--- config.mk ---
export PLATFORM = sky130hd
export DESIGN_NAME = instr_fetch_unit
export DESIGN_NICKNAME = d
export VERILOG_FILES = /design/src/rtl/instr_fetch_unit.sv
export SDC_FILE = /design/constraint.sdc
export NUM_CORES = 1
export LEC_CHECK = 0
export CAP_MARGIN = 40
export CORE_ASPECT_RATIO = 1.1
export CORE_MARGIN = 8
export CORE_UTILIZATION = 49
export CTS_BUF_LIST = sky130_fd_sc_hd__clkbuf_8
export CTS_CLUSTER_SIZE = 40
export DETAILED_ROUTE_END_ITERATION = 8
export PLACE_DENSITY_LB_ADDON = 0.2
export SLEW_MARGIN = 10
export SYNTH_ARGS = -nofsm -noshare
export SYNTH_HDL_FRONTEND = slang
export SYNTH_SLANG_ARGS = --single-unit
--- constraint.sdc ---
create_clock -name clk -period 5.15 [get_ports clk]
set_clock_uncertainty 0.15 [all_clocks]
set_input_delay 0.7725 -clock clk [delete_from_list [all_inputs] [get_ports clk]]
set_output_delay 0.7725 -clock clk [all_outputs]
set_load 0.005 [all_outputs]
--- src/rtl/instr_fetch_unit.sv ---
// rtl/instr_fetch_unit.sv - instruction fetch stage: PC, imem req/ack fetch, decode handoff
// One fetch outstanding; next PC resolved from the presented instruction on consume.
module instr_fetch_unit #(
    parameter logic [31:0] RESET_PC = 32'h0000_0000
) (
    input  logic        clk,
    input  logic        rst,
    output logic        imem_req,
    output logic [31:0] imem_addr,
    input  logic        imem_ack,
    input  logic [31:0] imem_rdata,
    output logic [31:0] instr,
    output logic [5:0]  opcode,
    output logic [5:0]  func,
    output logic [31:0] instr_pc,
    output logic        instr_valid,
    input  logic        instr_ready,
    input  logic        PCSrc,
    input  logic        PCJ,
    output logic [31:0] retired
);

    typedef enum logic [1:0] {
        IDLE,
        FETCH,
        HOLD
    } state_e;

    state_e      state_q;
    logic [31:0] pc_q;
    logic        req_q;
    logic [31:0] addr_q;
    logic [31:0] instr_q;
    logic [31:0] instr_pc_q;
    logic        valid_q;
    logic [31:0] retired_q;

    logic [31:0] pc4;
    logic [31:0] br_off;
    logic [31:0] next_pc_d;

    // Redirect targets are relative to the held instruction, not the fetch PC.
    always_comb begin
        pc4    = instr_pc_q + 32'd4;
        br_off = {{14{instr_q[15]}}, instr_q[15:0], 2'b00};
        if (PCJ)
            next_pc_d = {pc4[31:28], instr_q[25:0], 2'b00};
        else if (PCSrc)
            next_pc_d = pc4 + br_off;
        else
            next_pc_d = pc4;
    end

    always_ff @(posedge clk or posedge rst) begin
        if (rst) begin
            state_q    <= IDLE;
            pc_q       <= RESET_PC;
            req_q      <= 1'b0;
            addr_q     <= 32'd0;
            instr_q    <= 32'd0;
            instr_pc_q <= 32'd0;
            valid_q    <= 1'b0;
            retired_q  <= 32'd0;
        end else begin
            case (state_q)
                IDLE: begin
                    state_q <= FETCH;
                    req_q   <= 1'b1;
                    addr_q  <= pc_q;
                end
                FETCH: begin
                    if (imem_ack) begin
                        state_q    <= HOLD;
                        req_q      <= 1'b0;
                        instr_q    <= imem_rdata;
                        instr_pc_q <= pc_q;
                        valid_q    <= 1'b1;
                    end
                end
                HOLD: begin
                    // Issuing the next request from here keeps redirects penalty-free.
                    if (valid_q && instr_ready) begin
                        state_q   <= FETCH;
                        pc_q      <= next_pc_d;
                        req_q     <= 1'b1;
                        addr_q    <= next_pc_d;
                        valid_q   <= 1'b0;
                        retired_q <= retired_q + 32'd1;
                    end
                end
                default: begin
                    state_q <= IDLE;
                    req_q   <= 1'b0;
                    valid_q <= 1'b0;
                end
            endcase
        end
    end

    assign imem_req    = req_q;
    assign imem_addr   = addr_q;
    assign instr       = instr_q;
    assign opcode      = instr_q[31:26];
    assign func        = instr_q[5:0];
    assign instr_pc    = instr_pc_q;
    assign instr_valid = valid_q;
    assign retired     = retired_q;

endmodule

* After elaboration in Yosys (flattened, before gate mapping)
Index checks and enable logic that the tools add are counted.
** Word-level totals
- Register bits after elaboration :: 164
- Input port bits :: 38
- Output and inout port bits :: 142
** Operators by class
- $add $sub $neg :: 3
- Equality and inequality tests :: 4
- Muxes and demuxes :: 13
- Bitwise gates (word level) :: 1
- Reductions and logical operators :: 8
** Operator list (number)
- $mux W32 :: 3
- $pmux W32 S2 :: 1
- $add A32 B1 Y32 const B :: 1
- $add A32 B3 Y32 const B :: 1
- $add A32 B32 Y32 :: 1
- $reduce_and A2 Y1 :: 4
- $pmux W1 S3 :: 2
- $pmux W2 S3 :: 1
- $mux W1 :: 4
- $mux W2 :: 2
- $ne A2 B2 Y1 const B :: 2
- $reduce_and A3 Y1 :: 1
- $eq A2 B1 Y1 const B :: 1
- $eq A2 B2 Y1 const B :: 1
- $logic_not A2 Y1 :: 1
- $reduce_bool A2 Y1 :: 1
- $logic_and A1 B1 Y1 :: 1
- $not A1 Y1 :: 1

* Depth between registers and ports, before layout
- Word-level depth :: 6
- Depth in mapped cells :: 16

* Worst setup path before layout
OpenSTA, ideal clock, no wires.
- Path kind :: register to register
- Start :: reg instr_pc_q[2] (netlist: instr_pc[2])
- End :: reg addr_q[27] (netlist: imem_addr[27])
- Setup time :: 127 ps
- Data arrival time :: 3642 ps
- Slack :: 1232 ps
- Cell stages (with the launch flop) :: 16
- Path buffers :: 1
- Period minus slack after synthesis :: 3918 ps
- Path through :: dfrtp_1 > ha_1 > nand3_1 > nor4_1 > nand3_1 > xnor2_1 > ha_1 > buf_2 > nand4_4 > or4_1 > a211oi_2 > nor3_2 > o31ai_2 > xnor2_1 > a21oi_1 > a221o_2
** On the way
- Word-level cells in the longest chain between the ends :: 6
** RTL lines
- start: declaration :: RTL line 34 : logic [31:0] instr_pc_q;
- start signal: assignment :: RTL line 76 : instr_pc_q <= pc_q;
- $add A32 B3 Y32 (*) :: RTL line 44 : pc4 = instr_pc_q + 32'd4;
- $add A32 B32 Y32 :: RTL line 49 : next_pc_d = pc4 + br_off;
- $mux W32 (*) :: RTL line 48 : else if (PCSrc)
- $mux W32 (*) :: RTL line 46 : if (PCJ)
- $mux W32 (*) :: RTL line 82 : if (valid_q && instr_ready) begin
- $pmux W32 S2 (*) :: RTL line 65 : case (state_q)
- end signal: assignment :: RTL line 69 : addr_q <= pc_q;
- end signal: assignment :: RTL line 86 : addr_q <= next_pc_d;
- end: declaration :: RTL line 32 : logic [31:0] addr_q;
Every way passes the cells marked *; elsewhere a longest branch is shown, timed or not. The select of a mux whose other input is x is not followed.
A chain may end at the register's enable or synchronous reset.

* Worst setup path after layout
Ends and elaborated chain as after synthesis.

==> key figures <==
CTS
  – CTS Hold Bufs: 0
  – CTS sink count: roughly 160
  – Clock Tree Buf Depth: 2
  – Worst skew pair latency: around 0.47 ns
  – CTS tree: built
  – Num CTS Buffers: 17
  – H-tree levels: 4
  – Clock slew at reported path FFs: 0.10 ns
  – PostCTS Resize Cnt: 0
  – Clock Root Buffer: clkbuf_8
  – Setup bufs post-CTS: 0

STA
  – Crit path time final: 4.385 ns
  – Fmax: approximately 0.23 GHz
  – Final Hold Vio Count: 0
  – Max-slew violation count: 0
  – Slew headroom: 0.5618
  – Setup-failing EPs final: 0
  – Unrepaired setup endpoints after global routing: no
  – Slew at the pin closest to its max-slew limit: between 0.6 and 0.7 ns
  – Total Neg Setup Slack: 0 ns
  – Fin crit share: 0.8514

Synth
  – Most used DFF post-synth: dfrtp_1
  – Post-synth ARST share: 1.000
  – #FFs+latches synth: 163
  – Synth top cells by count: dfrtp_1, nand2_1, mux2_2
  – Top cell type's share of synthesized area: 0.4412
  – Unique cell type count in the Yosys netlist: 70
  – Syn Std Cell Area: 9245 µm²
  – Sequential cell area fraction in the yosys report: 0.4412
  – Synth Net Count: 1,006
  – Syn avg cell area: 9.952 µm²
  – Synth area leaders: dfrtp_1, mux2_2, ha_1, nand2_1, xnor2_1
  – Count leader, synth: dfrtp_1
  – Warnings, synthesis: 0
  – Largest area contributor in the netlist: dfrtp_1
  – Post-synth EDFFs: 0
  – Mapped Cells: roughly 930

Critical path
  – Reg2Reg Depth: 15
  – Startpoint type of the worst setup path: flop
  – WP data required: 5.34 ns
  – Reg-to-reg endpoint: imem_addr[27]
  – Crit path capture type: flop
  – Internal reg-to-reg setup slack: 0.77 ns
  – Crit path launch: instr_pc[2]
  – CP arrival: 4.58 ns
  – Crit Path Category: reg -> reg
  – Worst-path fanout max: 8
  – Worst R2R Start: instr_pc[2]

Global route
  – First-pass GRT wire length: 43,570 µm
  – Largest net degree at the start of global routing: 47
  – Total GRT Usage: 0.2327
  – Final global-route overflow total: 0
  – Antenna violations before repair: 0
  – Vias in the first global route: between 7,000 and 8,000

Route
  – 1st-iter DRT viols: about 500
  – WL met1: approximately 11,000 µm
  – Vias: 7,689
  – Met3 wire length: 1428 µm
  – Vias per cell: around 5.7
  – Final WL: 26,990 µm
  – DR WL/cell: roughly 20 µm
  – DRC violations left: 0
  – Drt pass-1 iters: 5
  – Post-DRT Antenna Nets: 0
  – Highest routed layer: met4
  – Met2 routed WL: 13,280 µm

Floorplan
  – Starting Density: 0.5003
  – Width of the die: roughly 150 µm
  – Rows: 52
  – Die Area: 23,520 µm²
  – Die H: 160.1 µm
  – # IOs: 180
  – Core Area: around 18,000 µm²

Placed design
  – Placed cell areas: 11,270 µm²
  – PortBufs: approximately 180
  – Hpwl dp: approximately 20,000 µm
  – GP Congestion: 0.9270

Pwr
  – PD cells: 626.5 nW/µm²
  – Worst vdd ir: 0.0003752 V
  – Leak: 5.219 nW

Cells and area
  – Fillers: roughly 1,600
  – Ant. Diodes: 0
  – Fin area: 11,670 µm²
  – Layout cells sized above 1: 0.1234
  – P&R area growth vs syn: 26.27%
  – Nets: 1,174

Worst hold path
  – Worst hold path startpoint: imem_addr[0]
  – HP Class: reg -> reg
  – Cell depth of the worst hold path: 2
  – Hold Path End: imem_addr[0]

Flow run
  – # Max-Cap Violations: 0

Run status
  – Status: completed
[kinds of logic after synthesis]
group | after synthesis | synth area share
xor gates and xnor gates | 79 | 0.07565
DFF | 163 | 0.4412
AOI/OAI and AO/OA | 217 | 0.1536
buffers and inverters | 72 | 0.03830
and+or+nand+nor | 288 | 0.1520
muxes | 71 | 0.08567
adders and majority gates | 39 | 0.05359
[worst max-delay path, stage by stage (launching register included)]
cell	delay, ns
dfrtp_1	0.48
ha_1	0.22
nand3_1	0.19
nor4_1	0.26
buf_4	0.19
nand3_1	0.09
xnor2_1	0.17
ha_1	0.50
nand4_4	0.18
or4_1	0.55
a211oi_2	0.31
nor3_2	0.14
o31ai_2	0.28
xnor2_1	0.15
a21oi_1	0.10
a221o_2	0.30
[worst max-delay path by stage]
stage                         end  slack, ns  cells past startpoint
finish              imem_addr[27]       0.77                     15
global route             pc_q[23]       0.47                     13
CTS                 imem_addr[27]       0.80                     15
detailed placement  imem_addr[27]       0.84                     15
global placement    imem_addr[27]       0.93                     15
floorplan           imem_addr[27]       1.23                     15
[state kept, by name, indices dropped and copies added (netlist names)]
register     count
imem_addr       32
instr_valid      1
state_q          2
retired         32
pc_q            32
instr_pc        32
instr           32
[area by class of cell]
class | instances | area [µm²] | share of cell area
multi-input combinational | 694 | 4812 | 0.4122
tap | 243 | 304.0 | 0.02605
sequential | 163 | 4079 | 0.3494
clock inverter | 15 | 170.2 | 0.01458
timing repair buffer | 203 | 2003 | 0.1716
inverter | 18 | 71.32 | 0.006109
clock buffer | 17 | 234.0 | 0.02004
[layout by cell type, fill, tap and decap left out, drive strengths merged, types with 4 or more instances in the layout]
| master | Yosys | layout |
|---|---|---|
| o21ai | 60 | 60 |
| a221o | 7 | 7 |
| nand4 | 20 | 20 |
| a31oi | 14 | 14 |
| o211ai | 5 | 5 |
| xor2 | 31 | 31 |
| o31ai | 4 | 4 |
| or3 | 8 | 8 |
| o22ai | 8 | 8 |
| a21oi | 47 | 47 |
| a21o | 23 | 23 |
| ha | 38 | 38 |
| clkbuf | 33 | 17 |
| dfrtp | 163 | 163 |
| and3 | 14 | 14 |
| buf | 20 | 24 |
| nor2 | 51 | 51 |
| nor3 | 17 | 17 |
| xnor2 | 48 | 48 |
| nand3 | 27 | 27 |
| o21bai | 4 | 4 |
| a211oi | 7 | 7 |
| inv | 18 | 27 |
| o221ai | 7 | 7 |
| and2 | 8 | 8 |
| nor3b | 4 | 4 |
| nand2 | 120 | 120 |
| and4 | 4 | 4 |
| nor4 | 5 | 5 |
| mux2i | 6 | 6 |
| mux2 | 65 | 65 |
| o21a | 4 | 4 |
| clkdlybuf4s50 | 0 | 179 |
[where the power goes]
group / internal (mW) / leakage (nW) / switching (mW)
clock network: 0.448 / 0.211 / 0.524
registers: 1.75 / 2.07 / 0.498
logic: 2.02 / 2.93 / 2.08
total: 4.21 / 5.22 / 3.10
[stage by stage]
stage          hold slack (ns)  worst slack (ns)  total power [mW]  cells    util
2_1_floorplan           0.3094             1.232             4.719    929       -
3_3_place_gp            0.3000            0.9346             6.255   1318  0.6070
3_5_place_dp            0.3055            0.8437             6.347   1321  0.6099
4_1_cts                 0.3275            0.7952             7.345   1353  0.6318
5_1_grt                 0.3676            0.4690             7.859   1353  0.6318
6_report                0.3225            0.7651             7.313   1353  0.6318
[metal layers]
layer / track usage / up-vias
li1: - / 3677
met4: 0.09977 / 0
met3: 0.05625 / 56
met2: 0.3990 / 226
met1: 0.2724 / 3730
met5: 0 / -
(Power assumes the default switching activity.)
